[config.mk]
export PLATFORM = sky130hd
export DESIGN_NAME = if_id_pipe
export DESIGN_NICKNAME = d
export VERILOG_FILES = /design/src/rtl/if_id_pipe_pkg.sv /design/src/rtl/pipe_sat_cnt.sv /design/src/rtl/if_id_pipe.sv
export SDC_FILE = /design/constraint.sdc
export NUM_CORES = 1
export LEC_CHECK = 0
export ABC_AREA = 1
export CAP_MARGIN = 20
export CORE_UTILIZATION = 43
export DETAILED_ROUTE_END_ITERATION = 8
export PLACE_DENSITY = 0.83
export SYNTH_ARGS = -nofsm -noshare
export SYNTH_HDL_FRONTEND = slang
export SYNTH_HIERARCHICAL = 1
export SYNTH_SLANG_ARGS = --single-unit
[constraint.sdc]
create_clock -name clk -period 1.4 [get_ports clk]
set_input_delay 0.21 -clock clk [delete_from_list [all_inputs] [get_ports clk]]
set_output_delay 0.21 -clock clk [all_outputs]
set_load 0.01 [all_outputs]
[src/rtl/if_id_pipe_pkg.sv]
// Shared definitions for the IF/ID pipeline register: control encodings,
// FSM states and the per-edge action decode.
package if_id_pipe_pkg;

    localparam logic        Stop      = 1'b1;
    localparam logic        NoStop    = 1'b0;
    localparam logic        RstEnable = 1'b1;
    localparam logic [31:0] ZeroWord  = 32'h0000_0000;

    typedef enum logic {
        RUN  = 1'b0,
        HOLD = 1'b1
    } pipe_state_e;

    typedef enum logic [1:0] {
        ACT_FLUSH   = 2'd0,
        ACT_BUBBLE  = 2'd1,
        ACT_HOLD    = 2'd2,
        ACT_ADVANCE = 2'd3
    } pipe_action_e;

    // Flush beats any stall; a stalled stage bubbles unless downstream is also stopped.
    function automatic pipe_action_e decode_action(input logic flush,
                                                   input logic own_stall,
                                                   input logic next_stall);
        pipe_action_e act;
        act = ACT_ADVANCE;
        if (flush) begin
            act = ACT_FLUSH;
        end else if (own_stall == Stop) begin
            act = (next_stall == Stop) ? ACT_HOLD : ACT_BUBBLE;
        end
        return act;
    endfunction

endpackage

[src/rtl/pipe_sat_cnt.sv]
// Saturating up-counter with synchronous clear; clear outranks increment.
module pipe_sat_cnt
    import if_id_pipe_pkg::*;
#(
    parameter int W = 16
) (
    input  logic         clk,
    input  logic         rst,
    input  logic         clr,
    input  logic         inc,
    output logic [W-1:0] count
);

    logic [W-1:0] count_reg;

    always_ff @(posedge clk) begin
        if (rst == RstEnable) begin
            count_reg <= '0;
        end else if (clr) begin
            count_reg <= '0;
        end else if (inc && (count_reg != {W{1'b1}})) begin
            count_reg <= count_reg + W'(1);
        end
    end

    assign count = count_reg;

endmodule

[src/rtl/if_id_pipe.sv]
// IF/ID pipeline register with flush/bubble/hold control, bubble and hold
// performance counters, and a consecutive-hold timeout flag.
module if_id_pipe
    import if_id_pipe_pkg::*;
#(
    parameter int ADDR_W  = 32,
    parameter int INST_W  = 32,
    parameter int LANES   = 1,
    parameter int STALL_W = 6,
    parameter int STAGE   = 1,
    parameter int CNT_W   = 16,
    parameter int TIMEOUT = 64
) (
    input  logic                      clk,
    input  logic                      rst,
    input  logic [STALL_W-1:0]        stall,
    input  logic                      flush,
    input  logic [LANES*ADDR_W-1:0]   if_pc,
    input  logic [LANES*INST_W-1:0]   if_inst,
    input  logic [LANES-1:0]          if_valid,
    output logic [LANES*ADDR_W-1:0]   id_pc,
    output logic [LANES*INST_W-1:0]   id_inst,
    output logic [LANES-1:0]          id_valid,
    output logic [CNT_W-1:0]          bubble_cnt,
    output logic [CNT_W-1:0]          hold_cnt,
    output logic                      stall_timeout
);

    localparam int LEN_W = CNT_W + 2;

    pipe_state_e               state_reg, state_next;
    pipe_action_e              action;
    logic [LANES*ADDR_W-1:0]   pc_reg, pc_next;
    logic [LANES*INST_W-1:0]   inst_reg, inst_next;
    logic [LANES-1:0]          valid_reg, valid_next;
    logic                      timeout_reg, timeout_next;
    logic [LANES*INST_W-1:0]   adv_inst;
    logic [CNT_W-1:0]          run_len;
    logic [LEN_W-1:0]          hold_len;
    logic                      run_clr, run_inc;
    logic                      stall_unused;

    // Only our own bit and the downstream bit steer this stage.
    assign stall_unused = &{1'b0, stall};

    assign action = decode_action(flush, stall[STAGE], stall[STAGE+1]);

    // Invalid lanes forward a zero instruction so ID never decodes stale bits.
    for (genvar gi = 0; gi < LANES; gi++) begin : g_lane
        assign adv_inst[gi*INST_W +: INST_W] =
            if_valid[gi] ? if_inst[gi*INST_W +: INST_W] : {INST_W{1'b0}};
    end

    // Consecutive hold cycles including the one being taken on this edge.
    assign hold_len = (state_reg == HOLD) ? ({2'b00, run_len} + LEN_W'(2)) : LEN_W'(1);

    always_comb begin
        state_next   = state_reg;
        pc_next      = pc_reg;
        inst_next    = inst_reg;
        valid_next   = valid_reg;
        timeout_next = 1'b0;
        case (action)
            ACT_FLUSH, ACT_BUBBLE: begin
                state_next = RUN;
                pc_next    = '0;
                inst_next  = '0;
                valid_next = '0;
            end
            ACT_HOLD: begin
                state_next   = HOLD;
                timeout_next = timeout_reg || (hold_len >= LEN_W'(TIMEOUT));
            end
            default: begin
                state_next = RUN;
                pc_next    = if_pc;
                inst_next  = adv_inst;
                valid_next = if_valid;
            end
        endcase
    end

    always_ff @(posedge clk) begin
        if (rst == RstEnable) begin
            state_reg   <= RUN;
            pc_reg      <= '0;
            inst_reg    <= '0;
            valid_reg   <= '0;
            timeout_reg <= 1'b0;
        end else begin
            state_reg   <= state_next;
            pc_reg      <= pc_next;
            inst_reg    <= inst_next;
            valid_reg   <= valid_next;
            timeout_reg <= timeout_next;
        end
    end

    // Run length restarts at zero on the first hold edge and on any exit from HOLD.
    assign run_clr = (action != ACT_HOLD) || (state_reg == RUN);
    assign run_inc = (action == ACT_HOLD) && (state_reg == HOLD);

    pipe_sat_cnt #(.W(CNT_W)) u_bubble_cnt (
        .clk   (clk),
        .rst   (rst),
        .clr   (1'b0),
        .inc   (action == ACT_BUBBLE),
        .count (bubble_cnt)
    );

    pipe_sat_cnt #(.W(CNT_W)) u_hold_cnt (
        .clk   (clk),
        .rst   (rst),
        .clr   (1'b0),
        .inc   (action == ACT_HOLD),
        .count (hold_cnt)
    );

    pipe_sat_cnt #(.W(CNT_W)) u_run_len (
        .clk   (clk),
        .rst   (rst),
        .clr   (run_clr),
        .inc   (run_inc),
        .count (run_len)
    );

    assign id_pc         = pc_reg;
    assign id_inst       = inst_reg;
    assign id_valid      = valid_reg;
    assign stall_timeout = timeout_reg;

endmodule

**After elaboration in Yosys (flattened, before gate mapping)**

Index checks and enable logic that the tools add are counted.

- Register bits: 115
- Input port bits: 74
- Output and inout port bits: 98
- Logic and storage cells: 40

- $add $sub $neg: 4
- Magnitude comparators: 1
- Eq/ne operators: 6
- Muxes and demuxes: 9
- Bitwise operators: 2
- Reductions and logical operators: 10

Operators with widths:

| operator | number |
|---|---|
| case mux 32 bit (2 select lines) | 2 |
| adder 16 x 1 -> 16 bit, second input constant | 3 |
| != test 16 bit, second input constant | 3 |
| two-way mux 32 bit | 1 |
| adder 16 x 2 -> 17 bit, second input constant | 1 |
| >= comparator 17 x 7 -> 1 bit, second input constant | 1 |
| two-way mux 17 bit | 1 |
| two-way mux 2 bit | 3 |
| OR reduction 2 bit | 3 |
| logical AND 1 bit | 4 |
| == test 2 x 1 -> 1 bit, second input constant | 1 |
| == test 2 bit, second input constant | 1 |
| zero test 2 bit | 1 |
| logical OR 1 bit | 2 |
| != test 2 bit, second input constant | 1 |
| NOT 1 bit | 2 |
| case mux 1 bit (2 select lines) | 1 |
| two-way mux 1 bit | 1 |

**Longest topological paths before layout**

Gate-level depths: netlist (run 1).

- Depth in word-level cells: 6
- Depth in mapped cells: 11
- Gate-level depth less buffers: 11

**Modules after synthesis**

Netlist (run 1), hierarchy kept.

Modules (own cells, without submodules):

| module | times used | cells each | area an instance (µm²) | sequential area each (µm²) |
|---|---|---|---|---|
| pipe_sat_cnt | 3 | 156 | 1004.7 | 320.3 |
| if_id_pipe | 1 | 379 | 2733.9 | 1341.3 |

**Worst setup path before layout (run 1)**

No wires, ideal clock.

- Path kind: register to register
- Start: register u_run_len.count_reg[2] (netlist: u_run_len/count[2])
- End: register timeout_reg (netlist: stall_timeout)
- Setup time: 109 ps
- Data arrival time: 1319 ps
- Data required time: 1291 ps
- Path slack: -28 ps
- Stages on the path, launching flop included: 11
- Clock period less this slack: 1428 ps
- Cells stage by stage: dfxtp_1 ha_1 nand2_1 nor2_8 nand3_1 nand3_1 nand2_1 nor2_1 nand4_1 nand2_1 inv_1

- Longest elaborated chain between the ends: 4

RTL lines:

| element | line | text |
|---|---|---|
| start: declaration | pipe_sat_cnt.sv:14 | `logic [W-1:0] count_reg;` |
| start signal: assignment | pipe_sat_cnt.sv:22 | `count_reg <= count_reg + W'(1);` |
| adder 16 x 2 -> 17 bit | if_id_pipe.sv:55 | `assign hold_len = (state_reg == HOLD) ? ({2'b00, run_len} + LEN_W'(2)) : LEN_W'(1);` |
| two-way mux 17 bit | if_id_pipe.sv:55 |  |
| >= comparator 17 x 7 -> 1 bit | if_id_pipe.sv:72 | `timeout_next = timeout_reg \|\| (hold_len >= LEN_W'(TIMEOUT));` |
| logical OR 1 bit | if_id_pipe.sv:72 |  |
| end signal: assignment | if_id_pipe.sv:95 | `timeout_reg <= timeout_next;` |
| end: declaration | if_id_pipe.sv:36 | `logic timeout_reg, timeout_next;` |

No other way between the ends.
A chain may end at the register's enable or synchronous reset.

**Worst setup path in the final report (run 1)**

- Start: register u_run_len.count_reg[1] (netlist: u_run_len/count[1])
- End: register u_run_len.count_reg[11] (netlist: u_run_len/count[11])

- Longest elaborated chain between the ends: 2

RTL lines:

| element |
|---|
| parallel branches: the longest is 2 deep, another holds adder 16 x 1 -> 16 bit |

Parallel ways; which one is timed is not known.

==> results of run 1 <==
area by class of cell:
| cell class | instances | area share (%) |
|---|---|---|
| multi-input cells | 614 | 36.3 |
| flip-flops and latches | 115 | 26.1 |
| repair buffers | 245 | 24.8 |
| clock buffers | 18 | 4.74 |
| inverters | 100 | 4.14 |
| well taps | 172 | 2.38 |
| clock inverters | 13 | 1.52 |
how the worst max path moves through the flow:
stage                          endpoint  slack (ns)
finish              u_run_len/count[11]        -0.1
detailed placement  u_run_len/count[14]       -0.63
floorplan                 stall_timeout      -0.001
CTS                 u_run_len/count[15]       -0.04
global route        u_run_len/count[11]       -0.18
global placement    u_run_len/count[14]       -0.55
cell usage in the layout, fill, tap and decap left out, types with 2 or more instances in the layout:
master             n
nand4_1           10
nor2_4            27
nor2_1           108
buf_6              6
nand3b_1           4
a21oi_2            3
ha_4               4
dfxtp_4            7
inv_1             94
clkdlybuf4s50_1   66
clkinvlp_4         3
nand4_4            6
nand2_2           17
buf_4             66
nand2_4            9
nor2_8             4
nand2_1          240
dlymetal6s2s_1     2
nand3_4            2
and2_2             3
clkinv_4           3
nand3_2            9
clkbuf_16         17
clkdlybuf4s15_1    8
inv_2              6
buf_12             6
clkinv_2           4
a21oi_1           18
bufinv_16          2
and3_2             3
nor2_2            23
dlygate4sd2_1     90
nand3_1           48
conb_1             2
o21ai_0           69
dfxtp_1           77
dfxtp_2           31
critical path, delay by kind of cell (launching register included):
kind	cells	cell delay, ns
buffers and inverters	2	0.19
flip-flops	1	0.39
AND/OR/NAND/NOR	6	0.80
metal layers:
| metal | track usage, % | vias to the layer above | share of wire (%) |
|---|---|---|---|
| met5 | 0 | - | 0 |
| met4 | 10.8 | 0 | 3.0 |
| met3 | 9.11 | 56 | 8.4 |
| met2 | 43.5 | 289 | 50 |
| met1 | 27.0 | 2951 | 39 |
| li1 | - | 3142 | - |
stage by stage:
stage / power (mW) / hold WS (ns) / util (%) / instances
2_1_floorplan: 3.59 / 0.350 / - / 848
3_3_place_gp: 3.95 / 0.427 / 62.1 / 1221
3_5_place_dp: 3.96 / 0.445 / 62.1 / 1221
4_1_cts: 8.09 / 0.336 / 67.8 / 1261
5_1_grt: 8.32 / 0.351 / 70.6 / 1277
6_report: 8.04 / 0.347 / 70.6 / 1277
kinds of logic after synthesis:
kind of cell / count (synthesis) / share of synthesized area, %
adder cells (fa/ha/maj): 4 / 0.871
XOR/XNOR: 1 / 0.152
AND/OR/NAND/NOR: 512 / 41.7
buffers and inverters: 123 / 9.27
AO/OA/AOI/OAI: 91 / 7.92
flip-flops: 115 / 40.1
other: 1 / 0.0652
power groups by stage:
stage | clock (mW) | combinational [mW] | sequential, mW
finish | 4.17 | 0.533 | 3.34
global route | 4.41 | 0.577 | 3.34
CTS | 4.23 | 0.521 | 3.34
detailed placement | 0 | 0.543 | 3.42
global placement | 0 | 0.538 | 3.42
floorplan | 0 | 0.149 | 3.44
what timing repair did:
item	CTS	global route
setup buffers	6	15
resized for setup	161	73
setup endpoints to repair	133	55
cloned	3	1
pin swaps	21	32
==> results.toml, run 1 <==
[outcome]
status = "finished with violations"
violations = "negative setup slack"

[placed_design]
numPortBuffers = 167
hpwlAfterDp_mm = 11.4
place_ws_ns = -0.627
place_area_um2 = 7970
gp_congestion = 0.875

[critical_path]
path_cells = "buf_6, nand3_1, nor2_1, inv_1, nor2_1, nand3_2, nand2_1, nor2_1"
max_stage_delay_ns = 0.39
ff2ff_setup_slack_ns = -0.1
worstPathMaxFanout = 4
crit_slowest_cell = "dfxtp_4"
reg2reg_to = "u_run_len/count[11]"
worstReg2RegStart = "u_run_len/count[1]"
path_common_cell = "nor2_1"
rr_worst_depth = 8
startpoint = "u_run_len/count[1]"
cp-end-kind = "flip-flop"
critPathLaunchType = "flip-flop"
worst_ep_arrival_time_ns = 1.80
critical_path_class = "reg2reg"
required_ns = 1.70

[grt]
grt_max_degree = 45
grt_overflow = 0
grt_pass1_vias = 5979
grt_antenna_before_repair = 0
grt_usage_pct = 25.0
grt_pass1_wl_mm = 27.7

[timing]
fin_tns_setup_ns = -0.548
fmax_mhz = 669
fin_crit_ns = 1.50
min_period_over_period_pct = 107
setup_violations = 15
tightest_slew_ns = 0.642
skew_ns = 0.00816
rsz0062_at_grt = "yes"
slew_headroom_pct = 57.1
post-route-worst-setup-slack_ns = -0.0952
final-hold-violation-count = 0
final_max_slew_viol_count = 0

[power_and_ir_drop]
leakage_nw = 4.21
clockPowerShare_pct = 51.9
p_per_area_nw_per_um2 = 888
ir_worst_vdd_mv = 0.827
power_frac_seq_pct = 41.5
power_frac_comb_pct = 6.6
p_sw_share_pct = 22.8
intPower_mw = 6.21
p_sw_mw = 1.83

[logic_synthesis]
synthArstFlopShare_pct = 0
synth_top_area_cell = "dfxtp_1"
synth_commonest_cells = "255 x nand2_1, 125 x nor2_1, 115 x dfxtp_1"
ys_types = 30
synth_ff_type = "dfxtp_1"
synth_area_leaders = "dfxtp_1 40%, nand2_1 17%, nor2_1 8.2%"
synthCells = 847
yosys_register_bits = 115
yosys_warnings = 6
syn_area_per_cell_um2 = 6.79
yosysMostFrequentCell = "nand2_1"
synth_top_area_share_pct = 40.1
synth_edf_count = 0
synth_area_um2 = 5750
yosysSeqAreaShare_pct = 40.1

[cells_and_area]
ff_latch_area_um2 = 2370
n_fill_cell = 966
final_layout_size_suffix_gt1_share_pct = 24.0
final_area_um2 = 9060
layout.nets = 1171
antennaDiodeCount = 0
area_growth_pct = 57.6
multi_input_area_um2 = 3290

[floorplanning]
chipWidth_um = 118
dieArea_um2 = 13800
core_um2 = 12800
rows = 41
pin_count = 172
start_util_pct = 44.8
die-height_um = 118

[job]
maxCapViolations = 0

[drt]
vias = 6438
dr.pass1.iters = 6
drt-total-wl_mm = 18.4
post_drt_wl_per_cell_um = 14.4
drt_first_iter_violations = 496
drc = 0
ant_nets = 0
viasPerCell = 5.04

[min_path]
min_path_cells = 3
hp-start = "if_pc[28]"
hold_end = "id_pc[28]"
min_path_type = "in2reg"

[clock_network]
clk_pin_slew_ns = 0.06
cts_hold_buf = 0
cts.sinks = 115
worst_skew_pair.late_latency_ns = 0.42
cts_buffers = 17
cts_tree = "done"
htreeDepth = 4
clockBufferDepth = 2
cts_root_buf = "clkbuf_16"
Power figures use the tool's default switching activity.
==> run 2, diff against run 1 <==
Settings changed: SETUP_SLACK_MARGIN set to 0.02.
==> run 2 against run 1 <==
The run still ends with negative setup slack left. Critical path depth did not move. Clock-buffer cell count decreased by 1. Combinational power about the same.
==> results.toml, run 2 (same netlist as run 1, synthesis figures left out) <==
[min_path]
min_path_type = "in2reg"
min_path_cells = 3

[critical_path]
cp-end-kind = "flip-flop"
rr_worst_depth = 8
max_stage_delay_ns = 0.36
path_cells = "ha_4, nand2_4, nor2_4, nand2_4, nor2_8, nor2_2, nor2_2, nor2_2"
path_common_cell = "nor2_2"
critPathLaunchType = "flip-flop"
critical_path_class = "reg2reg"
worstPathMaxFanout = 5
crit_slowest_cell = "dfxtp_2"
required_ns = 1.71
worst_ep_arrival_time_ns = 1.78

[timing]
final-hold-violation-count = 0
holdWs_ns = 0.347
fin_crit_ns = 1.47
skew_ns = 0.00891
final_max_slew_viol_count = 0
min_period_over_period_pct = 105
fmax_mhz = 680
setup_violations = 30
post-route-worst-setup-slack_ns = -0.0716
rsz0062_at_grt = "yes"

[floorplanning]
die-height_um = 118
rows = 41
pin_count = 172
chipWidth_um = 118
core_um2 = 12800
dieArea_um2 = 13800
start_util_pct = 44.8

[drt]
drc = 0
viasPerCell = 5.00
drt-total-wl_mm = 18.0
ant_nets = 0
vias = 6294
post_drt_wl_per_cell_um = 14.3
drt_first_iter_violations = 420
dr.pass1.iters = 5

[cells_and_area]
area_growth_pct = 55.6
antennaDiodeCount = 0
layout.nets = 1152
final_common_cell = "nand2_1"
final_layout_size_suffix_gt1_share_pct = 23.8
fin_cells = 1259
finalCoreUtilization_pct = 69.7
final_cell_mix = "244 x nand2_1, 105 x nor2_1, 95 x inv_1"

[grt]
use_met3_pct = 8.14
grt.busiest_layer = "met2"
grt_pass1_wl_mm = 27.0
grt_util_met1_pct = 27.6
grt_usage_pct = 23.9
gr-usage-met2_pct = 40.4
grt_overflow = 0
grt_max_degree = 35
grt_antenna_before_repair = 0
grt_pass1_vias = 5891

[power_and_ir_drop]
leakage_nw = 4.09
p_per_area_nw_per_um2 = 923
ir_worst_vdd_mv = 1.24
total_power_mw = 8.25

[clock_network]
cts_buffers = 17
htreeDepth = 4
cts.sinks = 115
clk_pin_slew_ns = 0.06
cts_tree = "done"
clockBufferDepth = 2
cts_root_buf = "clkbuf_16"
cts_hold_buf = 0
worst_skew_pair.late_latency_ns = 0.42

[outcome]
status = "finished with violations"
violations = "negative setup slack"

[placed_design]
place_ws_ns = -0.506
dp_cells = 1215
numPortBuffers = 167
gp_congestion = 0.864
hpwlAfterDp_mm = 11.4

[job]
maxCapViolations = 0
==> run 2: cell types whose count changed in the layout (fill, tap and decap cells not counted), moves of 5 or more <==
cell / change
nor2_4: +5
buf_4: -15
dfxtp_1: -5
clkdlybuf4s15_1: -5
dfxtp_2: +9
==> run 2: power by group <==
| part | internal, mW | leakage [nW] | total (mW) | switching (mW) |
|---|---|---|---|---|
| clock network | 2.66 | 0.277 | 4.38 | 1.72 |
| registers | 3.32 | 0.954 | 3.34 | 0.0255 |
| logic | 0.299 | 2.86 | 0.530 | 0.230 |
==> run 2: repair_timing <==
action | 4_1_cts | 5_1_grt
buffers inserted | 0 | 8
hold endpoints to repair | 0 | 0
gates resized for setup | 147 | 91
cloned | 2 | 2
pin swaps | 12 | 35
setup endpoints to repair | 129 | 60
==> run 2: stage by stage <==
stage                     setup TNS [ns]  cell area [um^2]
final                             -0.762              8940
after global routing               -3.32              8940
after CTS                        -0.0182              8560
after detailed placement          -32.64              7930
after global placement            -28.45              7930
after floorplan                        0              5760
==> run 2: layer usage <==
| metal | wire [um] | share of wire, % |
|---|---|---|
| met2 | 8990 | 50 |
| met4 | 557 | 3.1 |
| met1 | 7070 | 39 |
| met5 | 0 | 0 |
| met3 | 1360 | 7.6 |
==> run 2: path summary, 6_finish.rpt <==
check / startpoint / endpoint / slack [ns]
max: u_bubble_cnt/count[1] / u_bubble_cnt/count[4] / -0.07
min: if_inst[6] / id_inst[6] / 0.35
max reg2reg: u_bubble_cnt/count[1] / u_bubble_cnt/count[4] / -0.07
min reg2reg: id_pc[22] / id_pc[22] / 0.45
==> run 2: critical path: cells and delay by family, from the launching register on <==
kind	cells	cell delay, ns
simple gates	7	0.82
flops	1	0.36
fa+ha+maj	1	0.18
==> run 2: area by class of cell <==
type | count | area [um^2]
clock buffers | 17 | 425
clock inverters | 15 | 173
fillers | 1011 | 3880
inverters | 100 | 375
multi-input cells | 614 | 3330
flip-flops and latches | 115 | 2360
well taps | 172 | 215
repair buffers | 226 | 2060
